--- config.mk ---
export PLATFORM = sky130hd
export DESIGN_NAME = instr_encoder_loader
export DESIGN_NICKNAME = d
export VERILOG_FILES = /design/src/rtl/instr_encoder_loader.sv
export SDC_FILE = /design/constraint.sdc
export NUM_CORES = 1
export LEC_CHECK = 0
export BUFFER_PORTS_ARGS = -buffer_cell sky130_fd_sc_hd__buf_2
export CAP_MARGIN = 0
export CORE_MARGIN = 1
export CORE_UTILIZATION = 59
export DETAILED_ROUTE_END_ITERATION = 10
export HOLD_SLACK_MARGIN = 0.02
export PLACE_DENSITY = 0.86
export SLEW_MARGIN = 15
export SYNTH_ARGS = -nofsm -noshare
export SYNTH_HDL_FRONTEND = slang
export SYNTH_SLANG_ARGS = --single-unit
--- constraint.sdc ---
create_clock -name iCLK -period 6.3 [get_ports iCLK]
set_input_delay 0.315 -clock iCLK [delete_from_list [all_inputs] [get_ports iCLK]]
set_output_delay 0.315 -clock iCLK [all_outputs]
set_load 0.02 [all_outputs]
--- src/rtl/instr_encoder_loader.sv ---
// LEGv8 instruction encoder / program loader.
// Packs decoded instruction fields into a 32-bit word. Checks the immediate
// for range and alignment. Writes each good word to consecutive
// instruction-memory addresses. A bad field set parks the block in a sticky
// fault until iStart.
module instr_encoder_loader #(
  parameter logic [31:0] BASE_ADDR   = 32'h0040_0000,
  parameter int          DEPTH_WORDS = 256,
  parameter int          CNT_W       = 9
) (
  input  logic             iCLK,
  input  logic             iRST_n,
  input  logic             iStart,
  input  logic             iValid,
  output logic             oReady,
  input  logic [2:0]       iFormat,
  input  logic [10:0]      iOpcode,
  input  logic [4:0]       iRd,
  input  logic [4:0]       iRn,
  input  logic [4:0]       iRm,
  input  logic [5:0]       iShamt,
  input  logic [63:0]      iImm,
  output logic             oMemWe,
  output logic [31:0]      oMemAddr,
  output logic [31:0]      oMemWData,
  output logic [CNT_W-1:0] oCount,
  output logic             oFull,
  output logic             oError,
  output logic [1:0]       oErrCode
);

  typedef enum logic [1:0] {IDLE, ENC, WRITE, FAULT} state_t;

  localparam logic [2:0] FMT_R  = 3'd0;
  localparam logic [2:0] FMT_I  = 3'd1;
  localparam logic [2:0] FMT_D  = 3'd2;
  localparam logic [2:0] FMT_B  = 3'd3;
  localparam logic [2:0] FMT_CB = 3'd4;

  localparam logic [1:0] ERR_NONE  = 2'b00;
  localparam logic [1:0] ERR_RANGE = 2'b01;
  localparam logic [1:0] ERR_ALIGN = 2'b10;
  localparam logic [1:0] ERR_FMT   = 2'b11;

  state_t state, state_nx;

  // Field set captured at the accept edge
  logic [2:0]  fmt_q;
  logic [10:0] op_q;
  logic [4:0]  rd_q, rn_q, rm_q;
  logic [5:0]  sh_q;
  logic [63:0] imm_q;

  logic        accept;
  logic [31:0] word_enc;
  logic [1:0]  code_enc;
  logic signed [63:0] simm;

  assign simm   = $signed(imm_q);
  assign oFull  = (oCount == CNT_W'(DEPTH_WORDS));
  assign oReady = (state == IDLE) && !oFull && !oError;
  assign oMemWe = (state == WRITE);
  // iStart outranks a simultaneous iValid
  assign accept = iValid && oReady && !iStart;

  // Pack the captured fields and classify the immediate.
  // Priority: unsupported format, then misalignment, then range.
  always_comb begin
    word_enc = '0;
    code_enc = ERR_NONE;
    case (fmt_q)
      FMT_R: begin
        word_enc = {op_q, rm_q, sh_q, rn_q, rd_q};
      end
      FMT_I: begin
        word_enc = {op_q[10:1], imm_q[11:0], rn_q, rd_q};
        if (imm_q[63:12] != '0) code_enc = ERR_RANGE;
      end
      FMT_D: begin
        word_enc = {op_q, imm_q[8:0], 2'b00, rn_q, rd_q};
        if (simm < -64'sd256 || simm > 64'sd255) code_enc = ERR_RANGE;
      end
      FMT_B: begin
        word_enc = {op_q[10:5], imm_q[27:2]};
        if (imm_q[1:0] != 2'b00)
          code_enc = ERR_ALIGN;
        else if (simm < -64'sd134217728 || simm > 64'sd134217724)
          code_enc = ERR_RANGE;
      end
      FMT_CB: begin
        word_enc = {op_q[10:3], imm_q[20:2], rd_q};
        if (imm_q[1:0] != 2'b00)
          code_enc = ERR_ALIGN;
        else if (simm < -64'sd1048576 || simm > 64'sd1048572)
          code_enc = ERR_RANGE;
      end
      default: begin
        code_enc = ERR_FMT;
      end
    endcase
  end

  // Next-state logic. iStart overrides every state.
  always_comb begin
    state_nx = state;
    if (iStart) begin
      state_nx = IDLE;
    end else begin
      case (state)
        IDLE:    if (accept) state_nx = ENC;
        ENC:     state_nx = (code_enc == ERR_NONE) ? WRITE : FAULT;
        WRITE:   state_nx = IDLE;
        FAULT:   state_nx = FAULT;
        default: state_nx = IDLE;
      endcase
    end
  end

  // State register
  always_ff @(posedge iCLK or negedge iRST_n) begin
    if (!iRST_n) state <= IDLE;
    else         state <= state_nx;
  end

  // Field capture, output word, address/count advance and sticky error
  always_ff @(posedge iCLK or negedge iRST_n) begin
    if (!iRST_n) begin
      fmt_q     <= '0;
      op_q      <= '0;
      rd_q      <= '0;
      rn_q      <= '0;
      rm_q      <= '0;
      sh_q      <= '0;
      imm_q     <= '0;
      oMemWData <= '0;
      oMemAddr  <= BASE_ADDR;
      oCount    <= '0;
      oError    <= 1'b0;
      oErrCode  <= ERR_NONE;
    end else if (iStart) begin
      oMemAddr <= BASE_ADDR;
      oCount   <= '0;
      oError   <= 1'b0;
      oErrCode <= ERR_NONE;
    end else begin
      case (state)
        IDLE: begin
          if (accept) begin
            fmt_q <= iFormat;
            op_q  <= iOpcode;
            rd_q  <= iRd;
            rn_q  <= iRn;
            rm_q  <= iRm;
            sh_q  <= iShamt;
            imm_q <= iImm;
          end
        end
        ENC: begin
          if (code_enc == ERR_NONE) begin
            oMemWData <= word_enc;
          end else begin
            oError   <= 1'b1;
            oErrCode <= code_enc;
          end
        end
        WRITE: begin
          oMemAddr <= oMemAddr + 32'd4;
          oCount   <= oCount + CNT_W'(1);
        end
        default: ;
      endcase
    end
  end

endmodule

== Yosys cells after proc, flatten, opt, wreduce, memory -nomap -nowiden ==
Cells that the tools add are included.
Widths: inputs -> output; s select.
Storage, ports and cells
  flip-flop bits (word level): 177
  input port bits: 103
  word-level logic and storage cells: 74
Operators by class
  $add $sub $neg: 2
  magnitude comparators: 6
  equal/unequal tests: 10
  multiplexer cells: 22
  bitwise gates (word level): 1
  reduce and logical (&&, ||, !) cells: 20
Operator list (number)
  $pmux 32 s5: 1
  $gt 64x21->1 const B: 1
  $gt 64x28->1 const B: 1
  $gt 64x9->1 const B: 1
  $lt 64x21->1 const B: 1
  $lt 64x28->1 const B: 1
  $lt 64x9->1 const B: 1
  $mux 32: 2
  $reduce_bool 52->1: 1
  $add 32x3->32 const B: 1
  $mux 9: 2
  $mux 2: 7
  $pmux 2 s5: 1
  $add 9x1->9 const B: 1
  $eq 9x9->1 const B: 1
  $mux 1: 8
  $pmux 2 s4: 1
  $eq 3x2->1 const B: 2
  $reduce_and 3->1: 2
  $reduce_bool 2->1: 3
  $eq 2x2->1 const B: 2
  $logic_and 1x1->1: 4
  $logic_not 2->1: 2
  $eq 3x1->1 const B: 1
  other kinds (9): 13

== Logic depth before layout (Yosys ltp) ==
  depth after elaboration: 9
  mapped depth: 11

== Worst setup path before layout ==
Ideal clock, no wire load.
  path type: flip-flop to flip-flop
  start: reg oCount[0]
  end: reg op_q[0]
  library setup time: 0.125 ns
  arrival: 3.382 ns
  setup slack: 2.793 ns
  cell stages (with the launch flop): 10
  path buffers: 2
  period minus slack after synthesis: 3.507 ns
  cells stage by stage: dfrtp_1 > inv_1 > ha_1 > and4b_1 > nor4_1 > nand2_1 > nor2_1 > clkbuf_1 > buf_1 > mux2_2
On the way
  word-level cells in the longest chain between the ends: 7
Ends and longest elaborated chain
  start, declared: line 26  | output logic [CNT_W-1:0] oCount,
  start signal, assigned: line 168  | oCount <= oCount + CNT_W'(1);
  $eq 9x9->1: line 60  | assign oFull = (oCount == CNT_W'(DEPTH_WORDS));
  named net oFull: line 27  | output logic oFull,
  $logic_not 1->1: line 61  | assign oReady = (state == IDLE) && !oFull && !oError;
  $logic_and 1x1->1 (2 in a row): line 61
  named net oReady: line 15  | output logic oReady,
  $logic_and 1x1->1 (2 in a row): line 64  | assign accept = iValid && oReady && !iStart;
  $reduce_and 3->1 (no source line)
  end signal, assigned: line 150  | op_q <= iOpcode;
  end, declared: line 49  | logic [10:0] op_q;
The timed path passes the listed nets, and every way through them passes these cells.
A chain may end at the register's enable or synchronous reset.

== Worst setup path after layout ==
  start: reg fmt_q[1]
  end: reg oMemWData[1]
On the way
  word-level cells in the longest chain between the ends: 4
  elaborated cells between the ends (all ways): 9
  classes of those cells: eq/ne: 4; mux: 2; reduce/logical: 3
Ends and longest elaborated chain
  start, declared: line 48  | logic [2:0] fmt_q;
  start signal, assigned: line 149  | fmt_q <= iFormat;
  $eq 3x3->1, or another cell as far along: line 71  | case (fmt_q)
  $pmux 2 s5: line 71
  $logic_not 2->1: line 159  | if (code_enc == ERR_NONE) begin
  $reduce_and 3->1 (no source line)
  end signal, assigned: line 160  | oMemWData <= word_enc;
  end, declared: line 25  | output logic [31:0] oMemWData,
Parallel ways exist; a longest one is shown, timed or not.

==> out/qor.yml <==
cts_resized: 0
drv_cap: 0
vias: 6060
grt_pass1_wl_microns: 30970
drt_wl_total_microns: 18940
first_pass_iters: 6
drcViolationCount: 0
run_status: "complete, no violations"
hold_class: "input pin to asynchronous set/reset pin"
critPathCaptureType: "flip-flop"
p_per_area_mw_per_mm2: 457.5
syn_avg_cell_area_sq_um: 11.97
path_clk_slew_ns: 0.06
critical_path.top_delay_family: "simple AND/OR/NAND/NOR gates"
grt_use_total: 0.2800
die_h_microns: 120.1
syn_area_sq_mm: 0.008227
core_area_sq_mm: 0.01340
synth_seq_cells: 175
crit_type: "flip-flop to flip-flop"
cts_buffers: 17
drv_slew: 0
synth_area_leaders: "dfrtp_1 53%, mux2_2 15%, mux2_4 4.4%"
synthCells: 687
startpoint_type: "flip-flop"
tritoncts: "yes"
drive_above_1_share: 0.4079
fmax_mhz: 259.1
finalHoldViolations: 0
yosysSeqAreaShare: 0.5325
rsz0062_at_grt: "false"
htreeDepth: 4
synthTopCellsByCount: "174 x dfrtp_1, 110 x mux2_2, 54 x nor2_1"
worst-slew-pin-transition_ns: 1.172
clock_latency_ns: 0.43
dp_cells: 1009
synth_cell_type_count: 53
synthArstFlopShare: 1.000
place_congestion: 0.8880
slowest_delay_ns: 1.13
critPathRequiredTime_ns: 6.61
instances_no_fill: 1042
post_cts_buffers: 0
fin_nets: 958
max-slew-margin-rel: 0.2183
detail-route-antenna-nets: 0
cp_max_fo: 34
via_per_inst: 5.816
post-route-period-util: 0.6126
cts_hold_buf: 0
yosysWarnings: 0
final.setup.tns_ns: 0
fin_util: 0.7290
place.detailed.hpwl_microns: 13230
final-setup-viol-count: 0
yosys.area.top_type: "dfrtp_1"
clock-skew-final_ns: 0.01552
cp_cell_sequence: "nor2_1 > inv_1 > nand2_1 > o21ai_0 > and4bb_2 > mux2_2"
power.leakage_nw: 4.466
synth-edff-count: 0
pre_cts_ws_ns: 2.489
grt_max_degree: 108
ios: 182
fillCellCount: 928
start_util: 0.6139
die_w_microns: 120.1
die_area_sq_mm: 0.01442
synth_most_common_cell: "dfrtp_1"
clockBufferDepth: 2
antenna_found_initial: 5
hold_ws_ns: 0.004574
cts.sinks: 175
wl_per_cell_microns: 18.18
vdd_drop_max_mv: 0.3760
synth_ff_type: "dfrtp_1"
slowest_stage: "and4bb_2"
synth_top_area_frac: 0.5293
fin_crit_ns: 3.859
portBuffers: 179
setup_slack_ns: 2.441
root_buffer: "clkbuf_16"
first_global_vias: 6023
area_growth_pct: 18.75
grt_overflow: 0
rows: 42
path_buf_inv: 1
first_iter_violations: 368
cp.arrival_ns: 4.17
-- layout by cell type (no fill, tap or decap), types with 19 or more instances in the layout --
cell type and count:
buf_2 178, a22oi_1 19, nor2_1 53, a21oi_1 27
mux2_4 24, mux2_2 110, nand4_1 22, dfrtp_1 174
nand2_1 31, xor2_1 21
-- final cells by class --
| class | instances | area, sq um | area share |
|---|---|---|---|
| Inverter | 16 | 60.06 | 0.006148 |
| Clock buffer | 21 | 440.4 | 0.04508 |
| Tap cell | 176 | 220.2 | 0.02254 |
| Multi-Input combinational cell | 458 | 3585 | 0.3669 |
| Timing Repair Buffer | 184 | 939.7 | 0.09618 |
| Antenna cell | 3 | 7.507 | 0.0007684 |
| Sequential cell | 175 | 4380 | 0.4484 |
| Clock inverter | 9 | 136.4 | 0.01396 |
-- kinds of logic (layout without fill, tap and decap cells) --
| group | count (synthesis) | after routing | synth area share |
|---|---|---|---|
| AO/OA/AOI/OAI | 94 | 94 | 0.07407 |
| AND/OR/NAND/NOR | 186 | 186 | 0.1177 |
| adder cells (fa/ha/maj) | 3 | 3 | 0.004563 |
| other | 1 | 5 | 0.0004558 |
| XOR/XNOR | 30 | 30 | 0.03194 |
| flip-flops | 175 | 175 | 0.5325 |
| buffers and inverters | 55 | 230 | 0.03346 |
| multiplexers | 143 | 143 | 0.2053 |
-- power by group --
part	leakage (nW)	internal (mW)	switching [mW]
clock	0.274	0.622	0.428
sequential	2.19	1.53	0.461
combinational	2.01	0.750	0.675
total	4.47	2.91	1.56
-- flip-flops by register name (all words and copies together) (netlist names) --
| name | flops |
|---|---|
| op_q | 11 |
| oCount | 9 |
| state | 2 |
| rn_q | 5 |
| rm_q | 5 |
| oMemAddr | 30 |
| rd_q | 5 |
| oMemWData | 32 |
| oErrCode | 2 |
| sh_q | 6 |
| oError | 1 |
| fmt_q | 3 |
| imm_q | 64 |
-- per-stage QoR --
| step | power, mW | area (sq um) |
|---|---|---|
| 2_1_floorplan | 2.957 | 8230 |
| 5_1_grt | 4.706 | 9767 |
| 6_report | 4.470 | 9769 |
| 3_3_place_gp | 3.337 | 9183 |
| 3_5_place_dp | 3.409 | 9183 |
| 4_1_cts | 4.472 | 9759 |
-- final timing paths --
path	from	endpoint	slack (ns)	cells after the start
min in group iCLK	iOpcode[1]	op_q[1]	0.11	2
max in group asynchronous	iRST_n	imm_q[37]	4.87	2
worst min register to register	rd_q[3]	rd_q[3]	0.51	1
worst min-delay path	iRST_n	oMemWData[15]	0.005	1
worst max-delay path	fmt_q[1]	oMemWData[1]	2.44	6
worst max register to register	fmt_q[1]	oMemWData[1]	2.44	6
-- per-layer routing --
metal  global-route usage  wire (microns)  vias to the layer above  share of wire
li1                     -               -                     2812              -
met1               0.3672            8186                     2993           0.43
met2               0.4461            9266                      221           0.49
met3              0.06797            1073                       32          0.057
met4               0.1156             399                        2          0.021
met5                    0              13                        -        0.00069
(Power assumes the default switching activity.)
